## config.mk

```make
export PLATFORM = sky130hd
export DESIGN_NAME = reg_port_arbiter
export DESIGN_NICKNAME = d
export VERILOG_FILES = /design/src/rtl/reg_port_arbiter.sv
export SDC_FILE = /design/constraint.sdc
export NUM_CORES = 1
export LEC_CHECK = 0
export ABC_AREA = 1
export ABC_CLOCK_PERIOD_IN_PS = 1800
export CAP_MARGIN = 20
export CORE_UTILIZATION = 35
export DETAILED_ROUTE_END_ITERATION = 8
export PLACE_DENSITY = 0.61
export RECOVER_POWER = 100
export SLEW_MARGIN = 20
export SYNTH_ARGS = -nofsm -noshare
export SYNTH_HDL_FRONTEND = slang
export SYNTH_SLANG_ARGS = --single-unit
```

## constraint.sdc

```tcl
create_clock -name clk -period 1.8 [get_ports clk]
set_clock_uncertainty 0.15 [all_clocks]
set_input_delay 0.27 -clock clk [delete_from_list [all_inputs] [get_ports clk]]
set_output_delay 0.27 -clock clk [all_outputs]
set_load 0.01 [all_outputs]
```

## src/rtl/reg_port_arbiter.sv

```systemverilog
// Two-writer / one-reader arbiter around a single 16-bit register.
// Define ARB_WR_COUNT_EN to add the wr_count accepted-write counter.
module reg_port_arbiter (
  input  logic        clk,
  input  logic        rst,
  input  logic        req1,
  input  logic [15:0] wdata1,
  input  logic        req2,
  input  logic [15:0] wdata2,
  input  logic        rd_req,
  output logic        gnt1,
  output logic        gnt2,
  output logic [15:0] rd_data,
  output logic        rd_valid
`ifdef ARB_WR_COUNT_EN
  ,
  output logic [7:0]  wr_count
`endif
);

  typedef enum logic [1:0] {
    DEC_IDLE,
    DEC_READ,
    DEC_WR1,
    DEC_WR2
  } dec_e;

  logic [15:0] stor_q, stor_d;
  logic [15:0] rd_data_q, rd_data_d;
  logic        rd_valid_q, rd_valid_d;
  logic        gnt1_q, gnt1_d;
  logic        gnt2_q, gnt2_d;
  logic        rr_q, rr_d;
  logic [2:0]  starve_q, starve_d;

  logic elig1, elig2, any_wr;
  logic force_wr;
  logic do_rd, do_w1, do_w2;
  dec_e dec;

  // A requester still holding req in its grant cycle is not re-granted.
  assign elig1    = req1 & ~gnt1_q;
  assign elig2    = req2 & ~gnt2_q;
  assign any_wr   = elig1 | elig2;
  assign force_wr = (starve_q == 3'd4) & any_wr;

  assign do_rd = rd_req & ~force_wr;
  assign do_w1 = ~do_rd & elig1 & (~elig2 | ~rr_q);
  assign do_w2 = ~do_rd & elig2 & (~elig1 | rr_q);

  always_comb begin
    dec = DEC_IDLE;
    unique case (1'b1)
      do_rd:   dec = DEC_READ;
      do_w1:   dec = DEC_WR1;
      do_w2:   dec = DEC_WR2;
      default: dec = DEC_IDLE;
    endcase
  end

  always_comb begin
    stor_d     = stor_q;
    rd_data_d  = rd_data_q;
    rd_valid_d = 1'b0;
    gnt1_d     = 1'b0;
    gnt2_d     = 1'b0;
    rr_d       = rr_q;
    starve_d   = 3'd0;
    unique case (dec)
      DEC_READ: begin
        rd_data_d  = stor_q;
        rd_valid_d = 1'b1;
        if (any_wr)
          starve_d = (starve_q == 3'd4) ? 3'd4
                                        : starve_q + 3'd1;
      end
      DEC_WR1: begin
        stor_d = wdata1;
        gnt1_d = 1'b1;
        rr_d   = 1'b1;
      end
      DEC_WR2: begin
        stor_d = wdata2;
        gnt2_d = 1'b1;
        rr_d   = 1'b0;
      end
      default: begin
      end
    endcase
  end

  always_ff @(posedge clk or posedge rst) begin
    if (rst) begin
      stor_q     <= 16'h0000;
      rd_data_q  <= 16'h0000;
      rd_valid_q <= 1'b0;
      gnt1_q     <= 1'b0;
      gnt2_q     <= 1'b0;
      rr_q       <= 1'b0;
      starve_q   <= 3'd0;
    end else begin
      stor_q     <= stor_d;
      rd_data_q  <= rd_data_d;
      rd_valid_q <= rd_valid_d;
      gnt1_q     <= gnt1_d;
      gnt2_q     <= gnt2_d;
      rr_q       <= rr_d;
      starve_q   <= starve_d;
    end
  end

  assign gnt1     = gnt1_q;
  assign gnt2     = gnt2_q;
  assign rd_data  = rd_data_q;
  assign rd_valid = rd_valid_q;

`ifdef ARB_WR_COUNT_EN
  logic [7:0] wr_count_q, wr_count_d;

  always_comb begin
    wr_count_d = wr_count_q;
    if (do_w1 | do_w2)
      wr_count_d = wr_count_q + 8'd1;
  end

  always_ff @(posedge clk or posedge rst) begin
    if (rst) wr_count_q <= 8'd0;
    else     wr_count_q <= wr_count_d;
  end

  assign wr_count = wr_count_q;
`endif

endmodule

```

==> load_flow_metrics.sql, run 1 <==
INSERT INTO impl_metrics (metric_group, metric, value, unit) VALUES
('logic_synthesis', 'muxShareOfSynthArea', '0', ''),
('placed_design', 'finalWeightedCongestion', '0.7790', ''),
('global_routing', 'grt_pass1_wl', '6810', 'µm'),
('logic_synthesis', 'yosys.area_share.adder', '0.01337', ''),
('layout', 'area_growth_syn_to_layout', '41.78', '%'),
('timing', 'maxSlewHeadroom', '0.3566', ''),
('layout', 'fillCellCount', '548', ''),
('drt', 'detail_route.first_pass.iterations', '4', ''),
('power_and_ir_drop', 'power_per_cell_area', '920.4', 'nW/µm²'),
('critical_path', 'r2r-start', 'starve_q[0]', ''),
('timing', 'hold_viol_final', '0', ''),
('drt', 'antenna_left', '0', ''),
('clock_network', 'cts-buffers-inserted', '5', ''),
('power_and_ir_drop', 'combinationalPowerShare', '0.238', ''),
('drt', 'per_cell_routed_wire_length', '12.16', 'µm'),
('floorplan', 'pin_count', '56', ''),
('critical_path', 'cp.depth', '1', ''),
('logic_synthesis', 'synth-compound-area-share', '0.004679', ''),
('clock_network', 'tritoncts', 'yes', ''),
('critical_path', 'crit-reg2reg-capture', 'stor_q[11]', ''),
('logic_synthesis', 'ys_warn_count', '0', ''),
('global_routing', 'largest_net_degree_at_the_start_of_global_routing', '40', ''),
('worst_hold_path', 'holdPathStages', '2', ''),
('logic_synthesis', 'synthesis.nets', '246', ''),
('power_and_ir_drop', 'power_frac_clock', '0.308', ''),
('logic_synthesis', 'netlist-cell-type-count', '21', ''),
('power_and_ir_drop', 'pwr-share-seq', '0.454', ''),
('placed_design', 'port_buffers', '55', ''),
('timing', 'setup_violations', '0', ''),
('layout', 'final_nets', '309', ''),
('logic_synthesis', 'post_synth_and_or_nand_nor_area_fraction', '0.3676', ''),
('drt', 'initialDrtViolationCount', '60', ''),
('placed_design', 'placed_cell_area', '2554', 'µm²'),
('critical_path', 'cp_num_buf_inv', '1', ''),
('layout', 'finalInstanceArea', '2654', 'µm²'),
('critical_path', 'worst_ep_arrival_time', '1290', 'ps'),
('logic_synthesis', 'yosys_register_bits', '39', ''),
('power_and_ir_drop', 'total_power', '2.443', 'mW'),
('timing', 'final_max_slew_viol_count', '0', ''),
('timing', 'timing_worst_slew_pin_value', '965.1', 'ps'),
('logic_synthesis', 'syn_area_per_cell', '9.042', 'µm²'),
('timing', 'setup_tns', '0', 'ps'),
('logic_synthesis', 'synthXorXnorAreaFrac', '0.004679', ''),
('drt', 'vias_per_cell', '4.575', ''),
('clock_network', 'cts.htree.levels', '2', ''),
('floorplan', 'placement_rows', '26', ''),
('power_and_ir_drop', 'power_switching', '0.6679', 'mW'),
('drt', 'dr_total_vias', '1560', ''),
('power_and_ir_drop', 'power.ir.vdd_worst', '0.3939', 'mV'),
('critical_path', 'worst-r2r-cell-count', '9', ''),
('worst_hold_path', 'hp-class', 'flop to flop', ''),
('floorplan', 'start_util', '0.3642', ''),
('placed_design', 'dpl_worst_slack', '55.25', 'ps'),
('global_routing', 'globalRouteTotalUtil', '0.1630', ''),
('critical_path', 'setup_crit_end', 'gnt1', ''),
('timing', 'maxClockFrequency', '585.5', 'MHz'),
('floorplan', 'die_area', '5645', 'µm²'),
('clock_network', 'cts_root_buffer', 'sky130_fd_sc_hd__clkbuf_8', ''),
('clock_network', 'clock_sink_count', '39', ''),
('logic_synthesis', 'synth_top_family_by_area', 'simple AND/OR/NAND/NOR gates', ''),
('layout', 'antenna-diode-count', '0', ''),
('power_and_ir_drop', 'cellInternalPower', '1.775', 'mW'),
('critical_path', 'critical_path.cell_chain', 'clkdlybuf4s50_1', ''),
('power_and_ir_drop', 'switching_share', '0.2734', ''),
('timing', 'grt_setup_unrepaired', 'false', ''),
('timing', 'worst_hold_slack', '325.9', 'ps'),
('drt', 'wirelength', '4145', 'µm'),
('floorplan', 'die_height', '75.13', 'µm'),
('critical_path', 'critical_path.max_fanout', '3', ''),
('clock_network', 'clk_pin_slew', '70', 'ps'),
('status', 'run_status', 'finished, final reports clean', '');
cell families after synthesis:
group | count (synthesis)
and+or+nand+nor | 135
DFF | 39
buffers and inverters | 29
AOI/OAI and AO/OA | 1
xor gates and xnor gates | 1
adders and majority gates | 2
Yosys cell counts (all sizes together):
cell   count  area share
and3       1      0.0033
buf       10       0.047
dfrtp     39        0.52
ha         2       0.013
inv       19       0.041
nand2     85        0.20
nand3     27       0.099
nand4     13       0.043
nor2       7       0.018
nor4       2      0.0067
o21ai      1      0.0047
xnor2      1      0.0047
layout make-up:
class / instances / area (µm²) / area share
tap: 70 / 87.58 / 0.03300
inverter: 19 / 73.82 / 0.02782
clock buffer: 6 / 82.58 / 0.03112
timing repair buffer: 66 / 668.1 / 0.2518
sequential: 39 / 975.9 / 0.3678
clock inverter: 2 / 35.03 / 0.01320
multi-input combinational: 139 / 730.7 / 0.2753
sequential cells by signal, indices dropped and copies added (netlist names):
signal and flops:
gnt1 1, gnt2 1, rd_data 16, rd_valid 1, rr_q 1, starve_q 3
stor_q 16
routing by layer:
metal | wire length [µm] | share of wire | GRT usage | vias up
met2 | 2025 | 0.49 | 0.2643 | 38
met4 | 76 | 0.018 | 0.06996 | 0
met3 | 159 | 0.038 | 0.02544 | 6
met1 | 1883 | 0.45 | 0.2179 | 731
li1 | - | - | - | 785
met5 | 0 | 0 | 0 | -
placed cells by master, fill, tap and decap left out, drive strengths merged:
| cell | n |
|---|---|
| bufinv | 1 |
| nor2 | 7 |
| nand4 | 13 |
| clkinv | 1 |
| clkdlybuf4s50 | 36 |
| nand3 | 27 |
| dlygate4sd3 | 19 |
| inv | 19 |
| clkbuf | 7 |
| nor4 | 2 |
| buf | 10 |
| and3 | 1 |
| dfrtp | 39 |
| o21ai | 1 |
| nand2 | 85 |
| ha | 2 |
| xnor2 | 1 |
how the worst min path moves through the flow:
stage | to | startpoint
after floorplan | stor_q[10] | wdata2[10]
after global placement | starve_q[0] | starve_q[0]
after detailed placement | rd_data[9] | stor_q[9]
after CTS | rd_data[5] | rst
after global routing | rd_data[11] | rd_data[11]
final | rd_data[12] | rd_data[12]
power by group through the flow:
stage	Combinational (mW)	Clock [mW]	Sequential, mW
after global placement	0.615	0	1.13
final	0.582	0.752	1.11
after CTS	0.624	0.774	1.12
after detailed placement	0.620	0	1.13
after global routing	0.648	0.798	1.13
after floorplan	0.274	0	1.15
metrics by stage:
| stage | cells | utilization |
|---|---|---|
| after floorplan | 207 | - |
| after global placement | 333 | 0.4968 |
| after detailed placement | 333 | 0.4968 |
| after CTS | 341 | 0.5197 |
| after global routing | 341 | 0.5163 |
| final | 341 | 0.5163 |
Note: power is estimated with default switching activity, not from simulation.
==> run 2, diff against run 1 <==
--- a/config.mk
+++ b/config.mk
@@ -6,11 +6,13 @@
 export NUM_CORES = 1
 export LEC_CHECK = 0
 export ABC_AREA = 1
-export ABC_CLOCK_PERIOD_IN_PS = 1800
+export ABC_CLOCK_PERIOD_IN_PS = 1400
 export CAP_MARGIN = 20
 export CORE_UTILIZATION = 35
+export CTS_CLUSTER_SIZE = 20
 export DETAILED_ROUTE_END_ITERATION = 8
-export PLACE_DENSITY = 0.61
+export HOLD_SLACK_MARGIN = 0.02
+export PLACE_DENSITY = 0.64
 export RECOVER_POWER = 100
 export SLEW_MARGIN = 20
 export SYNTH_ARGS = -nofsm -noshare
==> constraint.sdc (replaced) <==
create_clock -name clk -period 1.4 [get_ports clk]
set_clock_uncertainty 0.15 [all_clocks]
set_input_delay 0.21 -clock clk [delete_from_list [all_inputs] [get_ports clk]]
set_output_delay 0.21 -clock clk [all_outputs]
set_load 0.01 [all_outputs]
==> run 2 against run 1 <==
  * The run now ends with setup timing left
  * Non-clock buffer count increased by 12
  * Wire length increased by 10%
  * Via count increased by 5.1%
  * Utilization increased by 3.4 points
  * Register-to-register slack got worse by 250 ps
  * Critical path type is now flop to flop
  * Highest routed layer unchanged
==> load_flow_metrics.sql, run 2 (synthesis results as in run 1) <==
INSERT INTO impl_metrics (metric_group, metric, value, unit) VALUES
('critical_path', 'critPathLaunchType', 'flop', ''),
('layout', 'drive_above_1_share', '0.2650', ''),
('layout', 'final_nets', '322', ''),
('timing', 'setup_violations', '23', ''),
('global_routing', 'number_of_global_route_vias_before_repair', '1591', ''),
('timing', 'grt_setup_unrepaired', 'true', ''),
('drt', 'detail_route.first_pass.iterations', '5', ''),
('floorplan', 'die_height', '75.13', 'µm'),
('drt', 'vias_per_cell', '4.646', ''),
('drt', 'dr.max_layer_used', 'met4', ''),
('floorplan', 'placement_rows', '26', ''),
('drt', 'initialDrtViolationCount', '92', ''),
('drt', 'per_cell_routed_wire_length', '12.95', 'µm'),
('clock_network', 'cts_root_buffer', 'sky130_fd_sc_hd__clkbuf_8', ''),
('clock_network', 'tritoncts', 'yes', ''),
('timing', 'layout_setup_ws', '-56.88', 'ps'),
('drt', 'wl_met3', '258', 'µm'),
('drt', 'antenna_left', '0', ''),
('timing', 'timing_worst_slew_pin_value', '855.0', 'ps'),
('clock_network', 'worst_skew_pair.late_latency', '290', 'ps'),
('critical_path', 'critical_path.max_fanout', '9', ''),
('power_and_ir_drop', 'lkg_pwr', '1.451', 'nW'),
('layout', 'antenna-diode-count', '0', ''),
('critical_path', 'worst_ep_arrival_time', '1480', 'ps'),
('status', 'run_status', 'finished, violations left', ''),
('critical_path', 'worst-r2r-setup-slack', '-60', 'ps'),
('power_and_ir_drop', 'total_power', '3.002', 'mW'),
('worst_hold_path', 'hp-class', 'flop to flop', ''),
('floorplan', 'die_area', '5645', 'µm²'),
('power_and_ir_drop', 'power.ir.vdd_worst', '0.5103', 'mV'),
('timing', 'hold_viol_final', '0', ''),
('clock_network', 'ctsLongestPathBuffers', '2', ''),
('floorplan', 'placeableCoreArea', '5140', 'µm²'),
('timing', 'min_period_over_period', '1.041', ''),
('floorplan', 'pin_count', '56', ''),
('critical_path', 'crit_required', '1430', 'ps'),
('layout', 'finalInstanceArea', '2830', 'µm²'),
('floorplan', 'start_util', '0.3642', ''),
('global_routing', 'antenna_found_initial', '0', ''),
('global_routing', 'globalRoute.totalOverflow', '0', ''),
('layout', 'area_growth_syn_to_layout', '51.20', '%'),
('critical_path', 'endpoint_kind', 'flop', ''),
('clock_network', 'clock_sink_count', '39', ''),
('timing', 'maxClockFrequency', '686.4', 'MHz'),
('clock_network', 'cts-buffers-inserted', '5', ''),
('timing', 'maxSlewHeadroom', '0.4300', ''),
('layout', 'layout.cells.most_common', 'sky130_fd_sc_hd__nand2_1', ''),
('critical_path', 'criticalPathCategory', 'flop to flop', ''),
('clock_network', 'cts.htree.levels', '2', ''),
('layout', 'post-route-util', '0.5506', ''),
('global_routing', 'largest_net_degree_at_the_start_of_global_routing', '40', ''),
('drt', 'met2_wirelength', '2270', 'µm'),
('layout', 'mostFrequentLayoutCells', 'sky130_fd_sc_hd__nand2_1 (68), sky130_fd_sc_hd__dfrtp_1 (39), sky130_fd_sc_hd__clkdlybuf4s50_1 (35)', ''),
('timing', 'final_max_slew_viol_count', '0', ''),
('drt', 'wirelength', '4573', 'µm'),
('timing', 'period_needed', '1457', 'ps'),
('placed_design', 'placed_cell_area', '2586', 'µm²'),
('placed_design', 'hpwl', '3025', 'µm'),
('drt', 'dr_total_vias', '1640', ''),
('drt', 'met1Wirelength', '1981', 'µm'),
('global_routing', 'globalRouteTotalUtil', '0.1752', ''),
('global_routing', 'grt_pass1_wl', '7307', 'µm'),
('power_and_ir_drop', 'power_per_cell_area', '1061', 'nW/µm²'),
('timing', 'worst_hold_slack', '322.6', 'ps'),
('drt', 'drc', '0', ''),
('floorplan', 'die_w', '75.13', 'µm'),
('status', 'failing_checks', 'setup timing', ''),
('placed_design', 'port_buffers', '55', ''),
('clock_network', 'clk_pin_slew', '70', 'ps'),
('timing', 'setup_tns', '-729.8', 'ps'),
('flow_run', 'cap_viol_max_count', '0', ''),
('placed_design', 'finalWeightedCongestion', '0.8401', '');
-- run 2: changes by cell type in the layout (fill, tap and decap cells not counted), moves of 2 or more --
| cell | change |
|---|---|
| sky130_fd_sc_hd__dlygate4sd2_1 | +19 |
| sky130_fd_sc_hd__dlygate4sd3_1 | -19 |
| sky130_fd_sc_hd__nand3_1 | -7 |
| sky130_fd_sc_hd__nand3_2 | +7 |
| sky130_fd_sc_hd__buf_6 | +6 |
| sky130_fd_sc_hd__buf_4 | +5 |
| sky130_fd_sc_hd__nand2_1 | -3 |
| sky130_fd_sc_hd__clkbuf_16 | +2 |
| sky130_fd_sc_hd__nand2_2 | +2 |
| sky130_fd_sc_hd__nor2_1 | -2 |
| sky130_fd_sc_hd__nor2_2 | +2 |
-- run 2: what timing repair did --
| item | 4_1_cts | 5_1_grt |
|---|---|---|
| cloned | 2 | 2 |
| pin swaps | 10 | 4 |
| buffers inserted | 3 | 1 |
| hold buffers | 0 | 0 |
| setup endpoints to repair | 55 | 37 |
| gates resized for setup | 33 | 12 |
-- run 2: cell type report --
type / instances / area [µm²]
clock inverters: 1 / 5.005
fillers: 490 / 2310
clock buffers: 6 / 82.58
inverters: 19 / 78.83
repair buffers: 78 / 779.5
multi-input cells: 140 / 820.8
well taps: 70 / 87.58
flip-flops and latches: 39 / 975.9
-- run 2: routing by layer --
layer  vias up  global-route usage
li1        812                   -
met1       767              0.2196
met2        54              0.2883
met3         7             0.04685
met4         0             0.07202
met5         -                   0
-- run 2: where the power goes --
group	internal [mW]	switching, mW
Clock	0.386	0.377
Sequential	1.32	0.111
Combinational	0.407	0.401
Total	2.11	0.889
-- run 2: critical path: stages, from the launching register on --
cell,delay (ps)
sky130_fd_sc_hd__dfrtp_1,340
sky130_fd_sc_hd__inv_1,50
sky130_fd_sc_hd__ha_2,170
sky130_fd_sc_hd__nand2_2,70
sky130_fd_sc_hd__inv_4,50
sky130_fd_sc_hd__nand2_4,90
sky130_fd_sc_hd__nand2_8,100
sky130_fd_sc_hd__clkbuf_16,190
sky130_fd_sc_hd__nand3_2,70
sky130_fd_sc_hd__nand3_2,60
-- run 2: stage by stage --
step           worst slack, ps  cells
4_1_cts                 -86.77    351
2_1_floorplan            1.929    207
3_5_place_dp            -322.1    339
3_3_place_gp            -317.8    339
6_report                -56.88    353
5_1_grt                 -129.0    353
-- run 2: path summary, 6_finish.rpt --
check	startpoint	endpoint	depth (start not counted)
max in group asynchronous	rst	gnt2	3
max	starve_q[1]	stor_q[3]	9
min reg2reg	rd_data[12]	rd_data[12]	2
min	rd_data[12]	rd_data[12]	2
max reg2reg	starve_q[1]	stor_q[3]	9
min in group asynchronous	rst	rd_data[0]	3
==> run 3, diff against run 2 <==
--- a/config.mk
+++ b/config.mk
@@ -5,16 +5,17 @@
 export SDC_FILE = /design/constraint.sdc
 export NUM_CORES = 1
 export LEC_CHECK = 0
-export ABC_AREA = 1
 export ABC_CLOCK_PERIOD_IN_PS = 1400
 export CAP_MARGIN = 20
 export CORE_UTILIZATION = 35
 export CTS_CLUSTER_SIZE = 20
 export DETAILED_ROUTE_END_ITERATION = 8
 export HOLD_SLACK_MARGIN = 0.02
-export PLACE_DENSITY = 0.64
+export PLACE_DENSITY = 0.65
 export RECOVER_POWER = 100
+export REMOVE_ABC_BUFFERS = 1
 export SLEW_MARGIN = 20
 export SYNTH_ARGS = -nofsm -noshare
 export SYNTH_HDL_FRONTEND = slang
 export SYNTH_SLANG_ARGS = --single-unit
+export TNS_END_PERCENT = 5
==> run 3 against run 2 <==
  * The run still ends with setup timing left
  * Sequential share of layout area up 2.7 points
  * Cell area down 7.3%
  * Global-route usage down 0.20 points
  * Via count down 24%
  * First-iteration DRC count down 38%
  * Critical endpoint is now rd_data[11]
==> load_flow_metrics.sql, run 3 <==
INSERT INTO impl_metrics (metric_group, metric, value, unit) VALUES
('status', 'run_status', 'finished, violations left', ''),
('drt', 'detail_route.first_pass.iterations', '4', ''),
('clock_network', 'clk_pin_slew', '70', 'ps'),
('logic_synthesis', 'yosys-top-cells-area', 'sky130_fd_sc_hd__dfrtp_1 (57%), sky130_fd_sc_hd__a221o_1 (9.4%), sky130_fd_sc_hd__mux2_4 (7.0%)', ''),
('global_routing', 'number_of_global_route_vias_before_repair', '1383', ''),
('drt', 'dr_total_vias', '1244', ''),
('clock_network', 'cts_hold_buffers', '0', ''),
('floorplan', 'start_util', '0.3635', ''),
('drt', 'initialDrtViolationCount', '57', ''),
('power_and_ir_drop', 'power.ir.vdd_worst', '0.6432', 'mV'),
('layout', 'drive_above_1_share', '0.3150', ''),
('logic_synthesis', 'synth_top_family_by_area', 'compound AO/OA/AOI/OAI gates', ''),
('layout', 'antenna-diode-count', '0', ''),
('timing', 'layout_setup_ws', '-280.3', 'ps'),
('clock_network', 'cts_root_buffer', 'sky130_fd_sc_hd__clkbuf_8', ''),
('placed_design', 'finalWeightedCongestion', '0.7277', ''),
('power_and_ir_drop', 'power_per_cell_area', '1179', 'nW/µm²'),
('power_and_ir_drop', 'total_power', '3.095', 'mW'),
('critical_path', 'setup_crit_end', 'rd_data[11]', ''),
('timing', 'period_needed', '1680', 'ps'),
('logic_synthesis', 'mappedNetlistArea', '1705', 'µm²'),
('timing', 'hold_viol_final', '0', ''),
('logic_synthesis', 'most_frequently_used_cell_type_in_the_post_synthesis_netlist', 'sky130_fd_sc_hd__dfrtp_1', ''),
('logic_synthesis', 'yosys.area_share.adder', '0.01467', ''),
('placed_design', 'port_buffers', '55', ''),
('logic_synthesis', 'ys_seq_area_frac', '0.5723', ''),
('clock_network', 'cts-buffers-inserted', '5', ''),
('critical_path', 'criticalPathCategory', 'flop to flop', ''),
('logic_synthesis', 'post_synth_and_or_nand_nor_area_fraction', '0.1020', ''),
('drt', 'vias_per_cell', '4.898', ''),
('critical_path', 'critical_path.max_fanout', '9', ''),
('timing', 'grt_setup_unrepaired', 'true', ''),
('logic_synthesis', 'synth-compound-area-share', '0.1350', ''),
('logic_synthesis', 'synthXorXnorAreaFrac', '0', ''),
('logic_synthesis', 'ys_dominant_reg_cell', 'sky130_fd_sc_hd__dfrtp_1', ''),
('layout', 'finalInstanceArea', '2624', 'µm²'),
('critical_path', 'worst_ep_arrival_time', '1700', 'ps'),
('logic_synthesis', 'gate_count_after_technology_mapping', '118', ''),
('worst_hold_path', 'hp-class', 'flop to flop', ''),
('logic_synthesis', 'synth.top_cells.by_count', 'sky130_fd_sc_hd__dfrtp_1 (39), sky130_fd_sc_hd__a221o_1 (16), sky130_fd_sc_hd__nor2b_1 (14)', ''),
('drt', 'wirelength', '4090', 'µm'),
('clock_network', 'cts.htree.levels', '2', ''),
('logic_synthesis', 'yosys_register_bits', '39', ''),
('floorplan', 'placeableCoreArea', '4692', 'µm²'),
('timing', 'setup_violations', '36', ''),
('drt', 'per_cell_routed_wire_length', '16.10', 'µm'),
('layout', 'layout.cells.most_common', 'sky130_fd_sc_hd__dfrtp_1', ''),
('logic_synthesis', 'asyncSetResetFlopFracSynth', '1.000', ''),
('timing', 'min_period_over_period', '1.200', ''),
('critical_path', 'critPathLaunchType', 'flop', ''),
('clock_network', 'tritoncts', 'yes', ''),
('drt', 'antenna_left', '0', ''),
('critical_path', 'crit_required', '1420', 'ps'),
('critical_path', 'crit-reg2reg-capture', 'rd_data[11]', ''),
('flow_run', 'cap_viol_max_count', '0', ''),
('logic_synthesis', 'ys_warn_count', '0', ''),
('global_routing', 'grt_pass1_wl', '6561', 'µm'),
('status', 'failing_checks', 'setup timing', ''),
('logic_synthesis', 'synth_largest_type_area_fraction', '0.5723', ''),
('placed_design', 'placed_cell_area', '2462', 'µm²'),
('floorplan', 'die_height', '71.81', 'µm'),
('floorplan', 'placement_rows', '25', ''),
('global_routing', 'largest_net_degree_at_the_start_of_global_routing', '40', ''),
('logic_synthesis', 'netlist-cell-type-count', '23', ''),
('timing', 'timing_worst_slew_pin_value', '543.1', 'ps'),
('drt', 'drc', '0', ''),
('critical_path', 'r2r-start', 'starve_q[1]', ''),
('timing', 'maxSlewHeadroom', '0.6379', ''),
('global_routing', 'globalRoute.totalOverflow', '0', ''),
('clock_network', 'worst_skew_pair.late_latency', '290', 'ps'),
('floorplan', 'die_area', '5156', 'µm²'),
('layout', 'final_nets', '239', ''),
('critical_path', 'endpoint_kind', 'flop', ''),
('logic_synthesis', 'muxShareOfSynthArea', '0.1291', ''),
('placed_design', 'hpwl', '2801', 'µm'),
('critical_path', 'worst-r2r-cell-count', '6', ''),
('logic_synthesis', 'yosysTopAreaCell', 'sky130_fd_sc_hd__dfrtp_1', ''),
('critical_path', 'timing.critical_path.from', 'starve_q[1]', ''),
('layout', 'area_growth_syn_to_layout', '53.85', '%'),
('global_routing', 'antenna_found_initial', '0', ''),
('logic_synthesis', 'syn_area_per_cell', '14.45', 'µm²'),
('timing', 'maxClockFrequency', '595.1', 'MHz'),
('clock_network', 'ctsLongestPathBuffers', '2', ''),
('global_routing', 'globalRouteTotalUtil', '0.1732', ''),
('timing', 'final_max_slew_viol_count', '0', ''),
('critical_path', 'worst-r2r-setup-slack', '-280', 'ps'),
('logic_synthesis', 'synth-edff-count', '0', ''),
('floorplan', 'pin_count', '56', ''),
('layout', 'mostFrequentLayoutCells', 'sky130_fd_sc_hd__dfrtp_1 (39), sky130_fd_sc_hd__clkdlybuf4s50_1 (35), sky130_fd_sc_hd__buf_4 (18)', ''),
('clock_network', 'clock_sink_count', '39', ''),
('floorplan', 'die_w', '71.81', 'µm'),
('power_and_ir_drop', 'lkg_pwr', '1.232', 'nW');
run 3: worst min-delay path by stage:
| stage | start | end | slack [ps] | cells past startpoint |
|---|---|---|---|---|
| floorplan | rd_req | starve_q[2] | 200 | 2 |
| global placement | stor_q[4] | rd_data[4] | 330 | 1 |
| detailed placement | stor_q[11] | rd_data[11] | 340 | 1 |
| CTS | rst | rd_valid | 140 | 3 |
| global route | rd_data[0] | rd_data[0] | 370 | 1 |
| finish | stor_q[15] | rd_data[15] | 350 | 1 |
run 3: metal layers:
metal,vias up,GRT usage,share of wire
met2,35,0.3008,0.52
met3,7,0.05204,0.044
met5,-,0,0
li1,583,-,-
met1,619,0.1978,0.41
met4,0,0.07407,0.021
run 3: cell families after synthesis:
kind of cell               Yosys count
adders and majority gates            2
buffers and inverters               12
DFF                                 39
and+or+nand+nor                     26
AOI/OAI and AO/OA                   22
muxes                               17
run 3: metrics by stage:
stage,instances,TNS [ps],worst slack (ps),hold slack [ps],util
3_3_place_gp,241,-16680,-511.5,334.7,0.5248
4_1_cts,253,-9607,-335.5,139.0,0.5581
2_1_floorplan,113,-15150,-523.0,198.6,-
5_1_grt,254,-10350,-350.2,372.4,0.5592
3_5_place_dp,241,-17120,-527.2,338.5,0.5248
6_report,254,-8308,-280.3,349.3,0.5592
run 3: cell type report:
class | count | area, µm²
repair buffers | 80 | 773.2
inverters | 7 | 26.28
clock inverters | 1 | 5.005
fillers | 391 | 2068
well taps | 54 | 67.56
clock buffers | 6 | 82.58
multi-input cells | 67 | 693.2
flip-flops and latches | 39 | 975.9
run 3: critical path: stages, from the launching register on:
cell,delay [ps]
sky130_fd_sc_hd__dfrtp_1,370
sky130_fd_sc_hd__inv_2,50
sky130_fd_sc_hd__ha_4,160
sky130_fd_sc_hd__buf_4,140
sky130_fd_sc_hd__a31o_4,250
sky130_fd_sc_hd__buf_16,160
sky130_fd_sc_hd__mux2_4,290
run 3: power breakdown:
part	switching [mW]	internal (mW)	total (mW)
clock network	0.373	0.386	0.759
logic	0.334	0.546	0.880
registers	0.113	1.34	1.46
total	0.820	2.27	3.09
run 3: timing repair:
| action | in CTS | in global routing |
|---|---|---|
| endpoints found under the setup margin | 56 | 38 |
| gates resized for setup | 28 | 7 |
| cloned | 1 | 0 |
| pin swaps | 11 | 5 |
| buffers inserted | 4 | 1 |
